--- config.mk ---
export PLATFORM = sky130hd
export DESIGN_NAME = control_sequencer
export DESIGN_NICKNAME = d
export VERILOG_FILES = /design/src/rtl/control_sequencer.sv
export SDC_FILE = /design/constraint.sdc
export NUM_CORES = 1
export LEC_CHECK = 0
export CAP_MARGIN = 20
export CORE_UTILIZATION = 37
export DETAILED_ROUTE_END_ITERATION = 10
export GPL_TIMING_DRIVEN = 0
export PLACE_DENSITY = 0.86
export SLEW_MARGIN = 25
export SYNTH_ARGS = -nofsm -noshare
export SYNTH_HDL_FRONTEND = slang
export SYNTH_SLANG_ARGS = --single-unit
--- constraint.sdc ---
create_clock -name clk -period 1.5 [get_ports clk]
set_input_delay 0.3 -clock clk [delete_from_list [all_inputs] [get_ports clk]]
set_output_delay 0.3 -clock clk [all_outputs]
set_load 0.1 [all_outputs]
--- src/rtl/control_sequencer.sv ---
// control_sequencer
//   Multi-cycle fetch/decode/execute controller for the ALU datapath.
//   FETCH presents pc to a synchronous instruction memory, DECODE latches the
//   returned word into ir and advances pc, EXEC issues the instruction's
//   strobes, and MEM covers the extra read-data cycle of the memory loads.
//   HLT parks the sequencer in HALT until reset.
// Ports:
//   clk                      system clock (rising edge)
//   reset_control_sequencer  synchronous active-high reset
//   run                      permits leaving FETCH
//   imem_data                instruction word, valid the cycle after imem_addr
//   alu_r                    datapath result R, source of STR
//   imem_addr                fetch address (= pc)
//   opcode / ir_operand      ir[15:12] / ir[7:0] to the datapath
//   cu_A / cu_B              operand selects: 00 hold, 10 dmem, 11 immediate
//   RER                      result-register enable pulse
//   dmem_addr/we/wdata       data memory interface
//   halted                   high in HALT
module control_sequencer #(
  parameter int                   PC_WIDTH = 8,
  parameter logic [PC_WIDTH-1:0]  RESET_PC = '0
) (
  input  logic                clk,
  input  logic                reset_control_sequencer,
  input  logic                run,
  input  logic [15:0]         imem_data,
  input  logic [7:0]          alu_r,
  output logic [PC_WIDTH-1:0] imem_addr,
  output logic [3:0]          opcode,
  output logic [7:0]          ir_operand,
  output logic [1:0]          cu_A,
  output logic [1:0]          cu_B,
  output logic                RER,
  output logic [7:0]          dmem_addr,
  output logic                dmem_we,
  output logic [7:0]          dmem_wdata,
  output logic                halted
);

  typedef enum logic [2:0] {
    S_FETCH  = 3'd0,
    S_DECODE = 3'd1,
    S_EXEC   = 3'd2,
    S_MEM    = 3'd3,
    S_HALT   = 3'd4
  } state_t;

  localparam logic [3:0] OP_ADD  = 4'h1;
  localparam logic [3:0] OP_SUB  = 4'h2;
  localparam logic [3:0] OP_AND  = 4'h3;
  localparam logic [3:0] OP_OR   = 4'h4;
  localparam logic [3:0] OP_XOR  = 4'h5;
  localparam logic [3:0] OP_LDAI = 4'h6;
  localparam logic [3:0] OP_LDAM = 4'h7;
  localparam logic [3:0] OP_LDBI = 4'h8;
  localparam logic [3:0] OP_LDBM = 4'h9;
  localparam logic [3:0] OP_STR  = 4'hA;
  localparam logic [3:0] OP_JMP  = 4'hC;
  localparam logic [3:0] OP_HLT  = 4'hF;

  state_t              state;
  logic [PC_WIDTH-1:0] pc;
  logic [15:0]         ir;

  // ir[11:8] is reserved in the instruction format and never decoded.
  logic unused_ir_bits;
  assign unused_ir_bits = ^ir[11:8];

  always_ff @(posedge clk) begin
    if (reset_control_sequencer) begin
      state <= S_FETCH;
      pc    <= RESET_PC;
      ir    <= '0;
    end else begin
      case (state)
        S_FETCH:  if (run) state <= S_DECODE;
        S_DECODE: begin
          ir    <= imem_data;
          pc    <= pc + 1'b1;          // natural wrap at 2^PC_WIDTH
          state <= S_EXEC;
        end
        S_EXEC: begin
          case (ir[15:12])
            OP_LDAM, OP_LDBM: state <= S_MEM;
            OP_HLT:           state <= S_HALT;
            OP_JMP: begin
              pc    <= PC_WIDTH'(ir[7:0]);   // overrides the DECODE increment
              state <= S_FETCH;
            end
            default:          state <= S_FETCH;
          endcase
        end
        S_MEM:    state <= S_FETCH;
        S_HALT:   state <= S_HALT;
        default:  state <= S_FETCH;
      endcase
    end
  end

  // Moore decode of state/ir. Everything is forced low while reset is high so
  // no strobe escapes on the cycle reset is sampled.
  always_comb begin
    imem_addr  = '0;
    opcode     = 4'h0;
    ir_operand = 8'h00;
    cu_A       = 2'b00;
    cu_B       = 2'b00;
    RER        = 1'b0;
    dmem_addr  = 8'h00;
    dmem_we    = 1'b0;
    dmem_wdata = 8'h00;
    halted     = 1'b0;
    if (!reset_control_sequencer) begin
      imem_addr  = pc;
      opcode     = ir[15:12];
      ir_operand = ir[7:0];
      case (state)
        S_EXEC: begin
          case (ir[15:12])
            OP_ADD, OP_SUB, OP_AND, OP_OR, OP_XOR: RER = 1'b1;
            OP_LDAI: cu_A = 2'b11;
            OP_LDBI: cu_B = 2'b11;
            OP_LDAM, OP_LDBM: dmem_addr = ir[7:0];
            OP_STR: begin
              dmem_we    = 1'b1;
              dmem_addr  = ir[7:0];
              dmem_wdata = alu_r;
            end
            default: ;
          endcase
        end
        S_MEM: begin
          // read data returned by dmem is valid now; select it into A or B
          dmem_addr = ir[7:0];
          if (ir[15:12] == OP_LDAM) cu_A = 2'b10;
          if (ir[15:12] == OP_LDBM) cu_B = 2'b10;
        end
        S_HALT:  halted = 1'b1;
        default: ;
      endcase
    end
  end

endmodule

# Word level (Yosys, flattened, before mapping)
# Cells that the tools add are included.
dict set report totals {
  in_bits 27
  elab_cells 58
  reg_bits 27
  output_inout_bits 43
}
dict set report classes {
  muxes 30
  reduce_logical 6
  n_eq_ne 18
  addsub 1
}
# op count
set ops {}
lappend ops {{$mux W8} 8}
lappend ops {{$pmux W8 S2} 2}
lappend ops {{$eq A4 B4 Y1 const B} 5}
lappend ops {{$eq A4 B3 Y1 const B} 4}
lappend ops {{$mux W2} 6}
lappend ops {{$pmux W3 S4} 1}
lappend ops {{$add A8 B1 Y8 const B} 1}
lappend ops {{$eq A4 B2 Y1 const B} 2}
lappend ops {{$mux W1} 8}
lappend ops {{$pmux W2 S2} 2}
lappend ops {{$eq A3 B2 Y1 const B} 2}
lappend ops {{$pmux W3 S2} 1}
lappend ops {{$reduce_or A5 Y1} 1}
lappend ops {{$eq A4 B1 Y1 const B} 1}
lappend ops {{$mux W4} 1}
lappend ops {{$eq A3 B1 Y1 const B} 1}
lappend ops {{$eq A3 B3 Y1 const B} 1}
lappend ops {{$logic_not A3 Y1} 1}
lappend ops {{$mux W3} 1}
lappend ops {{$reduce_or A3 Y1} 1}
lappend ops {{$ne A2 B1 Y1 const B} 1}
lappend ops {{$ne A2 B2 Y1 const B} 1}
lappend ops {{$reduce_and A2 Y1} 1}
lappend ops {{$reduce_bool A2 Y1} 1}
lappend ops {{$reduce_or A2 Y1} 1}

# Depth between registers and ports, before layout
# Gate-level depths: netlist (run 1).
dict set report depth {
  word_depth 5
  depth_mapped 6
  ltp_nobuf 5
}

# Worst setup path after synthesis (run 1)
# OpenSTA, ideal clock, no wires.
dict set report synth_timing {
  kind {flip-flop to output port}
  startpoint {register state[1]}
  endpoint {output port cu_B[0]}
  path_stages_with_launch 4
  arrival_time_ns 3.985
  n_path_buf 1
  t_required_ns 1.200
  setup_slack_ns -2.785
  cell_sequence {dfxtp_1 -> nor3b_4 -> buf_2 -> nor4b_1}
}
dict set report synth_between {
  elab_chain_len 3
  word_cells_on_any_way 4
  classes_between {2 x eq/ne; 2 x mux}
}
# item line
set synth_rtl {}
lappend synth_rtl {{start, declared} 61} ;# state_t state;
lappend synth_rtl {{start signal, assigned} 71} ;# state <= S_FETCH;
lappend synth_rtl {{start signal, assigned} 76} ;# S_FETCH: if (run) state <= S_DECODE;
lappend synth_rtl {{start signal, assigned} 80} ;# state <= S_EXEC;
lappend synth_rtl {{$eq A3 B2 Y1} 117} ;# case (state)
lappend synth_rtl {{$pmux W2 S2 (*)} 117}
lappend synth_rtl {{$mux W2 (*)} 113} ;# if (!reset_control_sequencer) begin
lappend synth_rtl {{end, declared} 32} ;# output logic [1:0] cu_B,
# Mark *: on every way between the ends. The rest lies on a longest branch, timed or not.

# Worst setup path in the final report (run 1)
dict set report layout_timing {
  startpoint {register ir[13]}
  endpoint {output port dmem_addr[0]}
}
dict set report layout_between {
  elab_chain_len 5
  word_cells_on_any_way 7
  classes_between {3 x eq/ne; 3 x mux; 1 x reduce/logical}
}
# item line
set layout_rtl {}
lappend layout_rtl {{start, declared} 63} ;# logic [15:0] ir;
lappend layout_rtl {{start signal, assigned} 78} ;# ir <= imem_data;
lappend layout_rtl {{$eq A4 B3 Y1 / $eq A4 B4 Y1 (equally long branches)} 119} ;# case (ir[15:12])
lappend layout_rtl {{$reduce_or A3 Y1 (no line) (*)} --}
lappend layout_rtl {{$mux W8 (*)} 119}
lappend layout_rtl {{$pmux W8 S2 (*)} 117}
lappend layout_rtl {{$mux W8 (*)} 113}
lappend layout_rtl {{end, declared} 34} ;# output logic [7:0] dmem_addr,
# Marks and branches as above.

==> results of run 1 <==
==> metrics by stage <==
stage               instance area [µm²]  util [%]  power (mW)
floorplan                          1820         -       0.951
global placement                   2530      68.1        1.07
detailed placement                 2530      68.1        1.08
CTS                                2980      80.1        1.51
global route                       3300      88.9        1.69
finish                             3300      88.9        1.65
==> where the power goes <==
| group | leakage, nW | switching, mW | internal, mW | total (mW) |
|---|---|---|---|---|
| Sequential | 0.192 | 0.0391 | 0.630 | 0.670 |
| Combinational | 1.02 | 0.314 | 0.247 | 0.562 |
| Clock | 0.0255 | 0.232 | 0.186 | 0.418 |
==> state kept, by name, summed over array words and instances, names as in the netlist <==
name   cells
state      3
ir        12
pc         8
==> cell type report <==
class                      instances  area share, %
multi-input combinational        160           42.8
timing repair buffer              94           34.6
sequential                        23           14.5
buffer                            11           4.51
tap                               48           1.82
clock buffer                       3           1.25
inverter                           2          0.303
clock inverter                     1          0.151
==> repair_timing <==
action                                  4_1_cts  5_1_grt
buffers inserted                             11       18
gates resized for setup                     372       58
pin swaps                                    16       19
endpoints found under the setup margin       56       47
cloned                                        1        2
==> how the worst min path moves through the flow <==
| stage | startpoint | to |
|---|---|---|
| floorplan | imem_data[0] | ir[0]$_SDFFE_PP0P_ |
| global placement | ir[3]$_SDFFE_PP0P_ | ir[3]$_SDFFE_PP0P_ |
| detailed placement | ir[3]$_SDFFE_PP0P_ | ir[3]$_SDFFE_PP0P_ |
| CTS | reset_control_sequencer | pc[6]$_SDFFE_PP0P_ |
| global route | reset_control_sequencer | pc[5]$_SDFFE_PP0P_ |
| finish | reset_control_sequencer | pc[5]$_SDFFE_PP0P_ |
==> metal layers <==
metal | up-vias | track usage, % | share of wire, %
li1 | 872 | - | -
met3 | 32 | 5.99 | 6.7
met4 | 0 | 17.2 | 4.8
met2 | 143 | 52.6 | 51
met1 | 984 | 35.1 | 38
met5 | - | 0 | 0
==> cell usage after synthesis, drive strengths merged (2+ instances only) <==
master	n	area (µm²)
nor3b	5	53.8
a21boi	2	15.0
nand3	2	10.0
inv	2	7.51
and3	2	12.5
a311oi	2	30.0
nor4	5	31.3
nand2b	4	25.0
nand2	32	120
a21oi	18	90.1
buf	7	38.8
dfxtp	23	460
nor2	14	52.6
nor3	5	25.0
o2bb2ai	3	26.3
clkbuf	8	31.3
o21ai	11	55.1
and2	19	119
nor2b	21	131
==> worst max-delay path: cells and delay by family, from the launching register on <==
kind                   cells  cell delay, ns
buffers and inverters      2            0.29
AO/OA/AOI/OAI              2            0.38
AND/OR/NAND/NOR            2            0.49
flip-flops                 1            0.35
==> kinds of logic after synthesis <==
logic type | after synthesis | synth area share [%]
buffers and inverters | 17 | 5.34
flip-flops | 23 | 31.7
AO/OA/AOI/OAI | 42 | 18.3
adder cells (fa/ha/maj) | 1 | 0.861
AND/OR/NAND/NOR | 115 | 43.2
XOR/XNOR | 1 | 0.603
==> results.json, run 1 <==
{
  "hold_buffers": 0,
  "fp.dieArea_um2": 4180,
  "p_per_area_nw_per_um2": 499,
  "max_freq_mhz": 477,
  "num_antenna_cells": 0,
  "seqCellArea_um2": 480,
  "first_pass_iters": 5,
  "dp_slack_ns": -1.66,
  "gp_congestion": 0.803,
  "drc": 0,
  "mostFrequentLayoutCells": "buf_4 (29), nand2_1 (28), buf_12 (24), buf_6 (22), clkdlybuf4s50_1 (21)",
  "drive_gt1_share_pct": 60.5,
  "reg2reg_from": "state[1]$_SDFFE_PP0P_",
  "startpoint": "ir[13]$_SDFFE_PP0P_",
  "slew_violations": 0,
  "dp_hpwl_um": 3280,
  "start_util_pct": 39.1,
  "r2r_end": "pc[1]$_SDFFE_PP0P_",
  "antenna_found_initial": 0,
  "vias_per_cell": 5.94,
  "cts_buffer_depth": 2,
  "tightestPinTransition_ns": 0.418,
  "holdCritPathClass": "in -> reg",
  "layout_setup_ws_ns": -0.595,
  "area_growth_pct": 127,
  "grt_max_degree": 14,
  "ys_ff_latch": 23,
  "fin_crit_ns": 2.09,
  "nFillCells": 151,
  "rsz0062_at_grt": "yes",
  "layout.nets": 323,
  "fin_tns_setup_ns": -11.88,
  "vias": 2031,
  "dp.cells": 312,
  "grt_use_total_pct": 30.6,
  "synth_edf_count": 0,
  "syn_area_per_cell_um2": 7.30,
  "setup_viol": 35,
  "crit_type": "reg -> out",
  "cts_tree": "yes",
  "cp-end-kind": "output pin",
  "reg2reg_slack_ns": -0.21,
  "crit_path_max_fanout": 8,
  "port_buffers": 65,
  "cp_slowest_cell": "dfxtp_2",
  "critPathLaunchType": "flop",
  "numClockSinks": 23,
  "grt-ovfl-total": 0,
  "cp_slowest_stage_delay_ns": 0.35,
  "stdcell_count": 342,
  "die_w_um": 64.7,
  "syn_inst": 199,
  "routedWlPerCell_um": 22.7,
  "max_slew_margin_pct": 71.9,
  "finalHoldViolCount": 0,
  "async_reset_ff_share_pct": 0,
  "synth.net_count": 227,
  "cts-root-buf": "clkbuf_8",
  "post-route-period-util_pct": 140,
  "leakagePower_nw": 1.24,
  "ys.flop_type": "dfxtp_1",
  "insertion_delay_ns": 0.27,
  "ant_nets": 0,
  "io_pins": 70,
  "path_clk_slew_ns": 0.10,
  "ys_warn_count": 0,
  "synth_area_um2": 1450,
  "ys_seq_area_share_pct": 31.7,
  "worst_ep_required_time_ns": 1.20,
  "finalWirelength_um": 7760,
  "numCtsBuffers": 3,
  "mostFrequentLayoutCell": "buf_4",
  "arrival_ns": 1.79,
  "critical_path.endpoint": "dmem_addr[0]",
  "grt_pass1_vias": 1870,
  "status": "complete, but fails checks",
  "worstRegToRegCells": 8,
  "multi_input_area_um2": 1420,
  "crit_path_cell_trace": "buf_8 > nor3b_4 > o21ai_4 > a21boi_4 > and2_4 > buf_12",
  "fin_hold_ws_ns": 0.470,
  "synth.distinct_cells": 40,
  "coreArea_um2": 3720,
  "drt_iter0_markers": 195,
  "htreeDepth": 1,
  "grt_pass1_wl_um": 9680,
  "irDropWorstVdd_uv": 462,
  "maxCapViolCount": 0,
  "min_delay_path_depth": 3,
  "violations": "negative setup slack",
  "rows": 22,
  "fin_skew_ns": 0.00502,
  "die_y_um": 64.7
}
No activity file was read; power rests on OpenSTA's default activity.
==> inputs of run 2 (changes only) <==
- PLACE_DENSITY: 0.86 -> 0.87
==> run 2 against run 1 <==
Against the previous run:
- the run still ends with negative setup slack left
- hold slack worse by 0.0013 ns
- register-to-register slack better by 0.08 ns
- sequential share of layout area up 0.61 points
==> results.json, run 2 (synthesis gave the netlist of run 1 again) <==
{
  "status": "complete, but fails checks",
  "violations": "negative setup slack",
  "drc": 0,
  "fin_crit_ns": 2.09,
  "port_buffers": 65,
  "insertion_delay_ns": 0.27,
  "vias": 1929,
  "place_area_um2": 2530,
  "largest_register": "ir",
  "fin_hold_ws_ns": 0.469,
  "dp_hpwl_um": 3220,
  "path_clk_slew_ns": 0.10,
  "setup_viol": 34,
  "grt_pass1_wl_um": 9580,
  "largestRegisters": "ir (12), pc (8), state (3)",
  "irDropWorstVdd_uv": 396,
  "layout_setup_ws_ns": -0.586,
  "coreArea_um2": 3720,
  "grt_max_degree": 14,
  "routedWlPerCell_um": 20.4,
  "post-route-period-util_pct": 139,
  "reg2reg_from": "state[1]$_SDFFE_PP0P_",
  "fin_tns_setup_ns": -10.45,
  "cp_slowest_stage_delay_ns": 0.34,
  "numClockSinks": 23,
  "drt_iter0_markers": 151,
  "worst_path_dominant_cell_family": "simple AND/OR/NAND/NOR gates",
  "mostFrequentLayoutCells": "nand2_1 (28), buf_12 (25), buf_4 (22), buf_6 (21), clkdlybuf4s50_1 (21)",
  "seqCellArea_um2": 480,
  "maxCapViolCount": 0,
  "crit_path_cell_trace": "buf_8 > nor3b_4 > o21ai_2 > a21boi_4 > and2_4 > buf_12",
  "reg2reg_slack_ns": -0.13,
  "leakagePower_nw": 1.19,
  "largest_reg_flops": 12,
  "final_area_um2": 3170,
  "r2r_end": "pc[7]$_SDFFE_PP0P_",
  "numCtsBuffers": 3,
  "grt_pass1_vias": 1888,
  "fp.dieArea_um2": 4180,
  "rsz0062_at_grt": "yes",
  "arrival_ns": 1.79,
  "max_slew_margin_pct": 71.3,
  "rows": 22,
  "finalHoldViolCount": 0,
  "die_y_um": 64.7,
  "vias_per_cell": 5.74,
  "multi_input_area_um2": 1340,
  "start_util_pct": 39.1,
  "critPathLaunchType": "flop",
  "cts_tree": "yes",
  "max_freq_mhz": 479,
  "grt-ovfl-total": 0,
  "io_pins": 70,
  "ant_nets": 0,
  "slew_violations": 0,
  "crit_type": "reg -> out",
  "fin_skew_ns": 0.00756,
  "grt_use_total_pct": 30.1,
  "dp.cells": 312,
  "critical_path.endpoint": "dmem_addr[1]",
  "cp_slowest_cell": "dfxtp_2",
  "crit_path_max_fanout": 8,
  "hold_buffers": 0,
  "gp_congestion": 0.886,
  "cts-root-buf": "clkbuf_8",
  "first_pass_iters": 4,
  "mostFrequentLayoutCell": "nand2_1",
  "path_buf_inv": 2,
  "cp-end-kind": "output pin",
  "num_antenna_cells": 0,
  "p_per_area_nw_per_um2": 501,
  "cts_buffer_depth": 2,
  "holdCritPathClass": "in -> reg",
  "worst-path-stages": 6,
  "die_w_um": 64.7,
  "antenna_found_initial": 0,
  "drive_gt1_share_pct": 56.6,
  "startpoint": "ir[13]$_SDFFE_PP0P_",
  "layout.nets": 317,
  "report.power.total_mw": 1.59,
  "nFillCells": 171,
  "htreeDepth": 1,
  "worst_ep_required_time_ns": 1.20,
  "finalWirelength_um": 6840,
  "worstRegToRegCells": 6,
  "area_growth_pct": 118,
  "tightestPinTransition_ns": 0.427,
  "stdcell_count": 336
}
[run 2: timing repair]
item / in CTS / in global routing
resized for setup: 379 / 37
pin swaps: 17 / 18
endpoints found under the setup margin: 55 / 49
setup buffers: 18 / 7
cloned: 1 / 1
[run 2: area by class of cell]
class	instances	share of cell area, %
Clock inverter	1	0.158
Inverter	2	0.316
Tap cell	48	1.89
Sequential cell	23	15.2
Clock buffer	3	1.30
Multi-Input combinational cell	160	42.1
Timing Repair Buffer	88	34.6
Buffer	11	4.42
[run 2: routing by layer]
metal | GRT usage [%] | share of wire [%]
met5 | 0 | 0
met2 | 51.8 | 52
met1 | 34.4 | 37
met4 | 17.8 | 4.7
met3 | 5.63 | 6.5
[run 2: worst min path at each step]
stage	startpoint	endpoint	slack (ns)	cells past startpoint
2_1_floorplan	imem_data[0]	ir[0]$_SDFFE_PP0P_	0.43	2
3_3_place_gp	ir[2]$_SDFFE_PP0P_	ir[2]$_SDFFE_PP0P_	0.48	2
3_5_place_dp	ir[2]$_SDFFE_PP0P_	ir[2]$_SDFFE_PP0P_	0.49	2
4_1_cts	reset_control_sequencer	pc[6]$_SDFFE_PP0P_	0.44	3
5_1_grt	reset_control_sequencer	pc[5]$_SDFFE_PP0P_	0.47	3
6_report	reset_control_sequencer	pc[5]$_SDFFE_PP0P_	0.47	3
[run 2: report_power, final]
| part | total [mW] | internal (mW) | switching, mW |
|---|---|---|---|
| clock network | 0.416 | 0.186 | 0.229 |
| registers | 0.668 | 0.630 | 0.0377 |
| logic | 0.504 | 0.219 | 0.284 |
| total | 1.59 | 1.04 | 0.551 |
[run 2: stage by stage]
stage	setup WS [ns]	utilization (%)
after floorplan	-0.604	-
after global placement	-1.65	68.1
after detailed placement	-1.68	68.1
after CTS	-0.474	81.8
after global routing	-0.614	85.3
final	-0.586	85.3
[run 2: tightest hold or removal path, delay by kind of cell]
| family | cells | cell delay, ns |
|---|---|---|
| buffers and inverters | 1 | 0.20 |
| AOI/OAI and AO/OA | 1 | 0.11 |
| and+or+nand+nor | 1 | 0.08 |
==> inputs of run 3 (changes only) <==
- CORE_UTILIZATION: 37 -> 38
- CTS_BUF_LIST: unset -> sky130_fd_sc_hd__clkbuf_4
- MAX_ROUTING_LAYER: unset -> met4
- PLACE_DENSITY: 0.87 -> 0.89
- TNS_END_PERCENT: unset -> 30
==> run 3 against run 2 <==
Against the previous run:
- the flow still finishes with violations (negative setup slack)
- routed wire length shrank 14%
- hold slack gained 0.036 ns
- non-clock buffer count grew 6
- first-iteration DRC count shrank 44%
- global-route usage shrank 3.6 points
- combinational power shrank 6.7%
- sequential power shrank 0.9%
- worst setup slack gained 0.023 ns
- largest cell class is now non-clock buffers
==> results.json, run 3 (synthesis gave the netlist of run 1 again) <==
{
  "status": "complete, but fails checks",
  "violations": "negative setup slack",
  "holdCritPathClass": "in -> reg",
  "p_per_area_nw_per_um2": 478,
  "grt_pass1_vias": 1697,
  "insertion_delay_ns": 0.32,
  "reg2reg_slack_ns": -0.24,
  "tightestPinTransition_ns": 0.463,
  "max_slew_margin_pct": 69.1,
  "num_antenna_cells": 0,
  "finalHoldViolCount": 0,
  "drc": 0,
  "drt_iter0_markers": 85,
  "worst_ep_required_time_ns": 1.20,
  "largest_register": "ir",
  "drive_gt1_share_pct": 50.3,
  "seqCellArea_um2": 475,
  "crit_path_max_fanout": 10,
  "mostFrequentLayoutCell": "nand2_1",
  "use_met1_pct": 31.4,
  "gp_congestion": 0.857,
  "combPwrFrac_pct": 32.8,
  "start_util_pct": 39.7,
  "worstRegToRegCells": 6,
  "layout.nets": 323,
  "final_area_um2": 3000,
  "place_area_um2": 2400,
  "slew_violations": 0,
  "path_buf_inv": 4,
  "report.power.total_mw": 1.43,
  "cp_slowest_stage_delay_ns": 0.40,
  "p_switching_uw": 492,
  "min_to": "ir[15]$_SDFFE_PP0P_",
  "grt_use_total_pct": 26.5,
  "finalWirelength_um": 5880,
  "top_usage_layer": "met2",
  "vias": 1885,
  "ant_nets": 0,
  "numClockSinks": 23,
  "maxCapViolCount": 0,
  "crit_type": "reg -> out",
  "largest_reg_flops": 12,
  "multi_input_area_um2": 1150,
  "path_clk_slew_ns": 0.13,
  "critPathLaunchType": "flop",
  "min-delay-start": "imem_data[15]",
  "cts-root-buf": "clkbuf_4",
  "dp_hpwl_um": 3200,
  "arrival_ns": 1.76,
  "die_y_um": 63.8,
  "cts_tree": "yes",
  "vias_per_cell": 5.51,
  "io_pins": 70,
  "coreArea_um2": 3660,
  "largestRegisters": "ir (12), pc (8), state (3)",
  "htreeDepth": 1,
  "leakagePower_nw": 1.15,
  "fin_crit_ns": 2.06,
  "min_delay_path_depth": 3,
  "power_frac_clock_pct": 21.0,
  "r2r_end": "pc[2]$_SDFFE_PP0P_",
  "cp-end-kind": "output pin",
  "grt-ovfl-total": 0,
  "routedWlPerCell_um": 17.2,
  "reg2reg_from": "state[1]$_SDFFE_PP0P_",
  "port_buffers": 65,
  "fin_skew_ns": 0.00468,
  "irDropWorstVdd_uv": 544,
  "numCtsBuffers": 3,
  "area_growth_pct": 106,
  "cts_buffer_depth": 2,
  "globalRouteMet3Util_pct": 3.39,
  "post-route-period-util_pct": 138,
  "antenna_found_initial": 0,
  "rsz0062_at_grt": "yes",
  "die_w_um": 63.8,
  "cp_slowest_cell": "dfxtp_1",
  "mostFrequentLayoutCells": "nand2_1 (32), buf_4 (31), buf_12 (27), clkdlybuf4s50_1 (21), a21oi_1 (18)",
  "grt_max_degree": 14,
  "worst_path_dominant_cell_family": "buffers and inverters",
  "fp.dieArea_um2": 4070,
  "internal-power_uw": 940,
  "max_freq_mhz": 485,
  "dp_slack_ns": -1.81,
  "setup_viol": 59,
  "crit_path_cell_trace": "clkbuf_8 > inv_1 > a31oi_1 > a21boi_2 > buf_6 > and2_4 > buf_12",
  "grt.met2_usage_pct": 46.3,
  "swShare_pct": 34.4,
  "grt_pass1_wl_um": 8250,
  "rows": 22,
  "nFillCells": 212,
  "seqPwrFrac_pct": 46.2,
  "layout_setup_ws_ns": -0.563,
  "first_pass_iters": 4
}
-- run 3: cell count changes in the layout (fill, tap and decap cells not counted), moves of 4 or more --
cell	delta
nor2b_4	-16
nor2b_2	+13
buf_4	+9
buf_6	-6
nand2_1	+4
nand2_4	-4
-- run 3: what timing repair did --
item	in CTS	in global routing
setup endpoints to repair	55	61
setup buffers	7	20
hold buffers	0	0
pin swaps	15	10
gates cloned	1	0
gates resized for setup	372	18
-- run 3: final cells by class --
class | instances | area share, %
Buffer | 13 | 4.76
Clock buffer | 3 | 0.752
Clock inverter | 1 | 0.167
Inverter | 2 | 0.251
Multi-Input combinational cell | 160 | 38.6
Sequential cell | 23 | 15.9
Tap cell | 48 | 2.01
Timing Repair Buffer | 92 | 37.6
-- run 3: layer usage --
metal	vias to the layer above	share of wire (%)	wire length [µm]
met3	10	7.5	443
met4	0	1.5	87
met1	894	38	2250
met5	-	0	0
li1	873	-	-
met2	108	53	3110
-- run 3: power groups by stage --
stage               combinational (mW)  clock [mW]  sequential (mW)
finish                           0.470       0.301            0.662
detailed placement               0.378           0            0.670
global route                     0.491       0.333            0.665
global placement                 0.372           0            0.668
CTS                              0.426       0.305            0.655
floorplan                        0.261           0            0.662
-- run 3: per-stage QoR --
step                      hold slack, ns  instances  setup TNS [ns]  util [%]
after floorplan                    0.434        199          -14.16         -
after global placement             0.465        312          -64.35      65.6
after detailed placement           0.476        312          -65.99      65.6
after CTS                          0.484        323          -12.39      77.2
after global routing               0.520        342          -17.61      81.8
final                              0.505        342          -14.69      81.8
-- run 3: worst min-delay path: cells and delay by family --
family                 cells  cell delay, ns
buffers and inverters      1            0.40
AOI/OAI and AO/OA          1            0.05
and+or+nand+nor            1            0.05
-- run 3: how the worst max path moves through the flow --
stage                            start      endpoint  slack (ns)  depth (start not counted)
6_report           ir[12]$_SDFFE_PP0P_  dmem_addr[5]       -0.56                          7
5_1_grt            ir[12]$_SDFFE_PP0P_  dmem_addr[5]       -0.59                          7
4_1_cts            ir[13]$_SDFFE_PP0P_  dmem_addr[0]       -0.55                          7
3_5_place_dp   reset_control_sequencer  dmem_addr[0]       -1.81                          5
3_3_place_gp   reset_control_sequencer  dmem_addr[1]       -1.77                          5
2_1_floorplan    state[1]$_SDFFE_PP0P_       cu_B[0]       -0.60                          3
